<file path="config.mk">
export PLATFORM = sky130hd
export DESIGN_NAME = muldiv_unit_flat
export DESIGN_NICKNAME = d
export VERILOG_FILES = /design/src/rtl/muldiv_unit_if.sv /design/src/rtl/muldiv_unit.sv /design/src/flat_wrapper.sv
export SDC_FILE = /design/constraint.sdc
export NUM_CORES = 1
export LEC_CHECK = 0
export ABC_CLOCK_PERIOD_IN_PS = 4800
export BUFFER_PORTS_ARGS = -buffer_cell sky130_fd_sc_hd__buf_2
export CORE_UTILIZATION = 62
export CTS_CLUSTER_DIAMETER = 100
export CTS_CLUSTER_SIZE = 12
export DETAILED_ROUTE_END_ITERATION = 16
export PLACE_DENSITY_LB_ADDON = 0.05
export SYNTH_ARGS = -nofsm -noshare
export SYNTH_HDL_FRONTEND = slang
export SYNTH_SLANG_ARGS = --single-unit
</file>
<file path="constraint.sdc">
create_clock -name clk -period 4.8 [get_ports clk]
set_input_delay 0.72 -clock clk [delete_from_list [all_inputs] [get_ports clk]]
set_output_delay 0.72 -clock clk [all_outputs]
set_load 0.02 [all_outputs]
</file>
<file path="src/rtl/muldiv_unit_if.sv">
// Request/response bundle between the EX stage and the iterative mul/div unit.
interface muldiv_unit_if #(parameter int XLEN = 32);
  logic            start;
  logic [2:0]      funct3;
  logic            is_word_op;
  logic [XLEN-1:0] a;
  logic [XLEN-1:0] b;
  logic [4:0]      rd_in;
  logic            flush;
  logic            busy;
  logic            done;
  logic [XLEN-1:0] result;
  logic [4:0]      rd_out;

  modport master (output start, funct3, is_word_op, a, b, rd_in, flush,
                  input  busy, done, result, rd_out);
  modport slave  (input  start, funct3, is_word_op, a, b, rd_in, flush,
                  output busy, done, result, rd_out);
endinterface

</file>
<file path="src/rtl/muldiv_unit.sv">
// Iterative RV32M/RV64M multiply/divide: radix-2 shift-add multiply, restoring
// divide, sign correction in FIX, divide-by-zero/overflow resolved at accept.
module muldiv_unit #(
  parameter int XLEN = 32
) (
  input  logic        clk,
  input  logic        rst_n,
  muldiv_unit_if.slave bus
);
  typedef enum logic [1:0] {IDLE, CALC, FIX, DONE} state_t;

  state_t          state;
  logic [2:0]      op;
  logic            word, neg_p, neg_r;
  logic [6:0]      cnt;
  logic [4:0]      rd_q;
  logic [XLEN-1:0] hi, lo, mb;

  function automatic logic [XLEN-1:0] sx32(input logic [31:0] v);
    return XLEN'($signed(v));
  endfunction

  // accept-time decode
  logic [2:0]      f3;
  logic            is_div, wmode, sgn_a, sgn_b, na, nb, div0, ovf;
  logic [XLEN-1:0] ea, eb, ma, mbv, byp_res, min_neg;

  always_comb begin
    f3      = bus.funct3;
    is_div  = f3[2];
    wmode   = (XLEN == 64) && bus.is_word_op && (f3 == 3'b000 || f3[2]);
    sgn_a   = !(f3 == 3'b011 || f3 == 3'b101 || f3 == 3'b111);
    sgn_b   = (f3 == 3'b000 || f3 == 3'b001 || f3 == 3'b100 || f3 == 3'b110);
    ea      = wmode ? (sgn_a ? sx32(bus.a[31:0]) : XLEN'(bus.a[31:0])) : bus.a;
    eb      = wmode ? (sgn_b ? sx32(bus.b[31:0]) : XLEN'(bus.b[31:0])) : bus.b;
    na      = sgn_a & ea[XLEN-1];
    nb      = sgn_b & eb[XLEN-1];
    ma      = na ? -ea : ea;
    mbv     = nb ? -eb : eb;
    min_neg = XLEN'(1) << (XLEN - 1);
    div0    = is_div && (eb == '0);
    ovf     = is_div && !f3[0] && (eb == '1) &&
              (wmode ? (ea[31:0] == 32'h8000_0000) : (ea == min_neg));
    byp_res = '0;
    if (div0)     byp_res = f3[1] ? (wmode ? sx32(bus.a[31:0]) : bus.a) : '1;
    else if (ovf) byp_res = f3[1] ? '0 : ea;
  end

  // datapath steps and output selection
  logic [XLEN:0]   msum, dt;
  logic            dge;
  logic [XLEN-1:0] ddiff, phi, mlo, mlo_n, q, r, raw, fix_res;
  logic [6:0]      last;

  always_comb begin
    msum    = {1'b0, hi} + {1'b0, (lo[0] ? mb : '0)};
    dt      = {hi, lo[XLEN-1]};
    dge     = dt >= {1'b0, mb};
    ddiff   = dt[XLEN-1:0] - mb;
    // high half of the negated product: carry reaches it only when lo is zero
    phi     = neg_p ? (~hi + XLEN'(lo == '0)) : hi;
    // a 32-step multiply leaves the word product low half in lo[XLEN-1 -: 32]
    mlo     = word ? (lo >> (XLEN - 32)) : lo;
    mlo_n   = neg_p ? -mlo : mlo;
    q       = neg_p ? -lo : lo;
    r       = neg_r ? -hi : hi;
    case (op)
      3'b000:                 raw = mlo_n;
      3'b001, 3'b010, 3'b011: raw = phi;
      3'b100, 3'b101:         raw = q;
      default:                raw = r;
    endcase
    fix_res = word ? sx32(raw[31:0]) : raw;
    last    = word ? 7'd31 : 7'(XLEN - 1);
  end

  always_ff @(posedge clk or negedge rst_n) begin
    if (!rst_n) begin
      state      <= IDLE;
      bus.busy   <= 1'b0;
      bus.done   <= 1'b0;
      bus.result <= '0;
      bus.rd_out <= '0;
      cnt        <= '0;
      op         <= '0;
      word       <= 1'b0;
      neg_p      <= 1'b0;
      neg_r      <= 1'b0;
      rd_q       <= '0;
      hi         <= '0;
      lo         <= '0;
      mb         <= '0;
    end else begin
      case (state)
        IDLE: if (bus.start && !bus.flush) begin
          op       <= f3;
          word     <= wmode;
          rd_q     <= bus.rd_in;
          cnt      <= '0;
          neg_p    <= na ^ nb;
          neg_r    <= na;
          bus.busy <= 1'b1;
          if (div0 || ovf) begin
            bus.result <= byp_res;
            bus.rd_out <= bus.rd_in;
            bus.done   <= 1'b1;
            state      <= DONE;
          end else begin
            hi    <= '0;
            mb    <= mbv;
            // word divides walk the 32-bit dividend from the top of lo
            lo    <= (is_div && wmode) ? (ma << (XLEN - 32)) : ma;
            state <= CALC;
          end
        end
        CALC: if (bus.flush) begin
          state    <= IDLE;
          bus.busy <= 1'b0;
        end else begin
          if (op[2]) begin
            hi <= dge ? ddiff : dt[XLEN-1:0];
            lo <= {lo[XLEN-2:0], dge};
          end else begin
            hi <= msum[XLEN:1];
            lo <= {msum[0], lo[XLEN-1:1]};
          end
          cnt <= cnt + 7'd1;
          if (cnt == last) state <= FIX;
        end
        FIX: if (bus.flush) begin
          state    <= IDLE;
          bus.busy <= 1'b0;
        end else begin
          bus.result <= fix_res;
          bus.rd_out <= rd_q;
          bus.done   <= 1'b1;
          state      <= DONE;
        end
        DONE: begin
          state    <= IDLE;
          bus.busy <= 1'b0;
          bus.done <= 1'b0;
        end
        default: state <= IDLE;
      endcase
    end
  end
endmodule

</file>
<file path="src/flat_wrapper.sv">
// flat-port wrapper written by rule: the top's interface ports become plain ports
module muldiv_unit_flat 
#(
  parameter int XLEN = 32
)
  (clk, rst_n, bus_start, bus_funct3, bus_is_word_op, bus_a, bus_b, bus_rd_in, bus_flush, bus_busy, bus_done, bus_result, bus_rd_out);
  muldiv_unit_if #(.XLEN(XLEN)) bus_i ();
  input  logic clk;
  input  logic rst_n;
  input wire logic [$bits(bus_i.start)-1:0] bus_start;
  input wire logic [$bits(bus_i.funct3)-1:0] bus_funct3;
  input wire logic [$bits(bus_i.is_word_op)-1:0] bus_is_word_op;
  input wire logic [$bits(bus_i.a)-1:0] bus_a;
  input wire logic [$bits(bus_i.b)-1:0] bus_b;
  input wire logic [$bits(bus_i.rd_in)-1:0] bus_rd_in;
  input wire logic [$bits(bus_i.flush)-1:0] bus_flush;
  output wire logic [$bits(bus_i.busy)-1:0] bus_busy;
  output wire logic [$bits(bus_i.done)-1:0] bus_done;
  output wire logic [$bits(bus_i.result)-1:0] bus_result;
  output wire logic [$bits(bus_i.rd_out)-1:0] bus_rd_out;
  assign bus_i.start = bus_start;
  assign bus_i.funct3 = bus_funct3;
  assign bus_i.is_word_op = bus_is_word_op;
  assign bus_i.a = bus_a;
  assign bus_i.b = bus_b;
  assign bus_i.rd_in = bus_rd_in;
  assign bus_i.flush = bus_flush;
  assign bus_busy = bus_i.busy;
  assign bus_done = bus_i.done;
  assign bus_result = bus_i.result;
  assign bus_rd_out = bus_i.rd_out;
  muldiv_unit #(.XLEN(XLEN)) u_core (.clk(clk), .rst_n(rst_n), .bus(bus_i));
endmodule
</file>
[After elaboration in Yosys (flattened, before gate mapping)]
Cells that the tools add are included.
Storage, ports and cells
  word-level logic and storage cells: 130
  output and inout port bits: 39
  memory bits (read-only): 0
  RAM bits: 0
  latch bits: 0
  input bits: 77
  bits in registers: 154
  memories kept: 0
Cells by class
  equality and inequality tests: 24
  add/sub/neg operators: 8
  reduce and logical (&&, ||, !) cells: 33
  $mul: 0
  multiplexer cells: 46
  bitwise logic cells: 5
  shifts and indexed selects: 0
  div/mod/pow operators: 0
  magnitude comparators: 1
Operators by type and width (count)
  32-bit two-way mux: 22
  32-bit one-hot mux with 2 select lines: 4
  32-bit negation: 4
  32-bit == test (second input constant): 2
  32-bit logical NOT: 2
  32-bit by 32-bit adder with 33-bit output: 1
  33-bit by 32-bit >= comparator with 1-bit output: 1
  32-bit by 1-bit adder with 32-bit output: 1
  32-bit inverter: 1
  32-bit subtractor: 1
  3-bit == test (second input constant): 6
  5-bit two-way mux: 3
  7-bit two-way mux: 2
  7-bit one-hot mux with 2 select lines: 1
  4-bit AND reduction: 3
  2-bit two-way mux: 5
  5-bit one-hot mux with 2 select lines: 1
  3-bit by 2-bit == test with 1-bit output (second input constant): 3
  2-bit one-hot mux with 4 select lines: 1
  7-bit by 1-bit adder with 7-bit output (second input constant): 1
  7-bit by 5-bit == test with 1-bit output (second input constant): 1
  3-bit by 1-bit == test with 1-bit output (second input constant): 2
  3-bit logical NOT: 2
  1-bit logical OR: 6
  other kinds (19): 41

[Depth between registers and ports, before layout]
  depth after elaboration: 9
  depth in mapped cells: 19
  depth with buffers taken out: 17

[Worst setup path after synthesis]
No wires, ideal clock.
  path type: flip-flop to flip-flop
  start: reg u_core.lo[0]
  end: reg u_core.bus.result[31]
  path slack: 0.860 ns
  stages on the path, launching flop included: 18
  arrival time: 3.844 ns
  required time: 4.705 ns
  library setup time: 0.095 ns
  period minus slack after synthesis: 3.940 ns
  path buffers: 1
  cell sequence: dfrtp_1 inv_1 clkbuf_1 ha_1 nand4_1 nand2b_1 nor2_1 nand2_1 nor3_1 ha_1 nor2b_1 nand4_1 or4_1 o31ai_1 xor2_1 o221ai_1 a21oi_1 o31ai_1
Between the ends
  longest elaborated chain between the ends: 6
  elaborated cells on any way between the ends: 8
  those cells by class: 2 x add/sub; 5 x mux; 1 x reduce/logical
Ends and longest elaborated chain
  start, declared: RTL line muldiv_unit.sv:17  | logic [XLEN-1:0] hi, lo, mb;
  start signal, assigned: RTL line muldiv_unit.sv:112  | lo <= (is_div && wmode) ? (ma << (XLEN - 32)) : ma;
  start signal, assigned: RTL line muldiv_unit.sv:122  | lo <= {lo[XLEN-2:0], dge};
  start signal, assigned: RTL line muldiv_unit.sv:125  | lo <= {msum[0], lo[XLEN-1:1]};
  32-bit logical NOT: RTL line muldiv_unit.sv:61  | phi = neg_p ? (~hi + XLEN'(lo == '0)) : hi;
  32-bit by 1-bit adder with 32-bit output: RTL line muldiv_unit.sv:61
  32-bit two-way mux: RTL line muldiv_unit.sv:61
  32-bit one-hot mux with 2 select lines (*): RTL line muldiv_unit.sv:67  | case (op)
  32-bit two-way mux (*): RTL line muldiv_unit.sv:130  | FIX: if (bus.flush) begin
  32-bit one-hot mux with 2 select lines (*): RTL line muldiv_unit.sv:94  | case (state)
  end signal, assigned: RTL line muldiv_unit.sv:104  | bus.result <= byp_res;
  end signal, assigned: RTL line muldiv_unit.sv:134  | bus.result <= fix_res;
  end, declared: RTL line muldiv_unit_if.sv:18  | output busy, done, result, rd_out);
Mark *: on every way between the ends. The rest lies on a longest branch, timed or not. The select of a mux whose other input is x is not followed.
A chain may end at the register's enable or synchronous reset.

[Final worst setup path]
  start: reg u_core.lo[10]
  end: reg u_core.bus.result[17]
Same word-level chain as after synthesis.

==> results.md <==
- Clock root cell: clkbuf_16
- Synth warn: 0
- Hold bufs inserted after CTS: 0
- Die X: approximately 160 um
- Post-CTS setup buffer count: 0
- Max-slew headroom: about a fifth
- Synth Register Bits: 154
- Endpoints failing setup: 0
- Pre-antenna DRT Iters: 6
- Post-synth top flop: dfrtp_1
- Slew @ Worst Pin: approximately 1.2 ns
- CP cell instances: or4_1 -> nor3_1 -> nand2b_1 -> nor2_1 -> nand2_1 -> nor3_1 -> buf_4 -> ha_1 -> nor3b_1 -> nand3_1 -> or4_1 -> o21ai_0 -> o22a_1 -> a21oi_1 -> o21ai_0 -> a31oi_1
- Reg2Reg Depth: 16
- Syn nets: around 2.1k
- EDFF count, synth: 0
- Synthesized netlist cell count: 1,977
- Chip height: around 160 um
- Via density: 6.49
- Status: finished clean
- First DRT Iteration DRCs: around 1.8k
- FP Rows: 56
- Final hold violation count: 0
- WL final: approximately 47,000 um
- Clk buf depth: 2
- Max-slew violation count: 0
- WP depth: 16
- Worst-path fanout max: 7
- PwrDens: between 700 and 800 mW/mm2
- CP arrival: about 4.8 ns
- Hold Slack: 0.303 ns
- WS Path Type: reg2reg
- Share of the synthesized area in the top cell type: between 20% and 30%
- Area contributors post-synth: dfrtp_1, o21ai_0, ha_1, nand2_1, a21oi_1
- RD Place Congestion: between 1 and 1.5
- Most common cell in the synthesized netlist: o21ai_0
- CTS tree: built
- Fin nets: 2,180
- Number of fill cells: between 2k and 2.5k
- Share of post-route cells with drive strength above 1: 10.7%
- Die ar.: around 0.025 mm2
- Total CTS buffers: 17
- Clock Latency Late Sink: 0.45 ns
- # IOs: 116
- Post-Syn Area: approximately 0.015 mm2
- Final HPWL DP: 34,400 um
- Min cycle time layout: between 4 and 5 ns
- Avg WL per Cell: approximately 20 um
- Worst stage delay on the critical path: roughly 0.64 ns
- Pin count of the biggest net entering global routing: a little under 100
- Static Leak: roughly 7.1 nW
- Routed Antenna Nets: 0
- Max-cap violations: 0
- Buffers and inverters on the worst path: 1
- Antenna violations before repair: 0
- Drt drc: 0
- Sequential standard cell area: just under 0.004 mm2
- RSZ-0062 raised after global routing: false
- CP delay by family, top: simple AND/OR/NAND/NOR gates
- Async SR Flop Fraction: 100%
- WP data required: just over 5 ns
- VDD IR max: 0.000416 V
- Diode count: 0
- Crit-path slowest cell: or4_1
- Cell taking the most area after synthesis: dfrtp_1
- Vias: around 15k
- Footprint of the multi-input gates: between 0.01 and 0.015 mm2
- Fmax: 222 MHz
- Vias in the first global route: 14.0k
- Clock tree sinks: between 150 and 200
- GRT Total Usage: approximately 39%
- Initial Utilization: 63.3%
- Reg2reg setup slack: between 0.2 and 0.3 ns
- Tcrit/Tclk final: 93.8%
- Clock skew: between 0.02 and 0.025 ns
- GR Overflow Total: 0
- # H-tree levels: 4
- Post-cts sizing count: 0
- Setup TNS Final: 0 ns
- Area delta synth->final: 9.83%
- Synth top cells by count: o21ai_0, nand2_1, nor2_1
- Clock Pin Slew Worst Setup and Hold Paths: ~0.080 ns
- Core ar.: ~0.023 mm2
- I/O Buffers: 114
- Sequential-to-total area share from yosys stat: 25.9%
- Synth cell types: slightly above 70
- Critical path endpoint category: flop
- Worst min-delay path category: in2async
- First-pass GRT wire length: roughly 74,000 um
- Crit start category: flop
- Synth Area per Inst: approximately 7.5 um2
path summary, 6_finish.rpt:
path,from,endpoint
min in group clk,u_core.bus.result[26],u_core.bus.result[26]
max reg2reg,u_core.lo[10],u_core.bus.result[17]
max in group asynchronous,rst_n,u_core.cnt[5]
min,rst_n,u_core.hi[22]
max,u_core.lo[10],u_core.bus.result[17]
min reg2reg,u_core.bus.result[26],u_core.bus.result[26]
area by class of cell:
| class | instances | share of cell area, % |
|---|---|---|
| Timing Repair Buffer | 148 | 5.33 |
| Inverter | 65 | 1.49 |
| Clock buffer | 17 | 2.61 |
| Sequential cell | 154 | 23.6 |
| Clock inverter | 15 | 1.23 |
| Multi-Input combinational cell | 1638 | 63.3 |
| Tap cell | 319 | 2.45 |
metrics by stage:
stage               cell area (um2)  power (W)  utilization (%)  setup WS (ns)  cells
floorplan                     14900    0.00788                -          0.860   1977
detailed placement            15700    0.00977             66.8          0.396   2324
finish                        16300     0.0114             69.5          0.297   2356
CTS                           16300     0.0113             69.5          0.329   2356
global placement              15700    0.00958             66.8          0.517   2324
global route                  16300     0.0123             69.5         0.0233   2356
metal layers:
layer	vias up	part of all wire, %	global-route usage (%)
li1	7231	-	-
met1	7151	42	51.7
met5	-	0	0
met3	132	9.8	8.45
met4	0	3.3	15.4
met2	785	45	60.6
flip-flops by register name, summed over array words and instances (netlist names):
name / count
u_core.bus.busy: 1
u_core.bus.done: 1
u_core.bus.rd_out: 5
u_core.op: 3
u_core.cnt: 7
u_core.neg_r: 1
u_core.lo: 32
u_core.neg_p: 1
u_core.state: 2
u_core.hi: 32
u_core.mb: 32
u_core.bus.result: 32
u_core.rd_q: 5
worst reg2reg max path, delay by kind of cell (launching register included):
family / cells / cell delay [ns]
compound gates: 5 / 0.93
simple gates: 9 / 2.57
flops: 1 / 0.47
buf+inv: 1 / 0.18
fa+ha+maj: 1 / 0.23
power breakdown:
| group | total (W) | internal, W | switching (W) |
|---|---|---|---|
| Combinational | 0.00747 | 0.00289 | 0.00458 |
| Sequential | 0.00253 | 0.00183 | 0.000698 |
| Clock | 0.00144 | 0.000756 | 0.000688 |
| Total | 0.0114 | 0.00548 | 0.00597 |
cells by family (layout without fill, tap and decap cells):
| family | Yosys count | after routing | share of synthesized area, % |
|---|---|---|---|
| buf+inv | 185 | 245 | 4.86 |
| xor+xnor | 179 | 179 | 10.5 |
| fa+ha+maj | 79 | 79 | 6.75 |
| compound gates | 666 | 666 | 27.1 |
| simple gates | 644 | 644 | 20.0 |
| flops | 154 | 154 | 25.9 |
| mux | 70 | 70 | 4.81 |
placed cells by master (no fill, tap or decap), types with 10 or more instances in the layout:
cell / Yosys / final
o21ai_0: 251 / 249
nand2_1: 236 / 236
nor2_1: 190 / 190
a21oi_1: 164 / 162
dfrtp_1: 154 / 153
buf_2: 10 / 113
xnor2_1: 91 / 91
xor2_1: 88 / 88
ha_1: 77 / 76
inv_1: 64 / 64
mux2i_1: 59 / 59
a21o_1: 35 / 35
buf_4: 2 / 31
nand4_1: 30 / 30
o31ai_1: 30 / 30
nand3_1: 28 / 28
nor3_1: 26 / 26
o211ai_1: 25 / 25
a31oi_1: 22 / 22
or3_1: 21 / 21
a22oi_1: 20 / 20
o221ai_1: 20 / 19
clkbuf_16: 0 / 17
or4_1: 17 / 16
nor4_1: 15 / 15
o22ai_1: 15 / 15
nand2b_1: 14 / 14
nor2b_1: 14 / 14
and2_1: 11 / 11
and3_1: 11 / 11
mux2_2: 11 / 11
o21a_1: 11 / 11
o41ai_1: 10 / 10
Note: power is estimated with default switching activity, not from simulation.
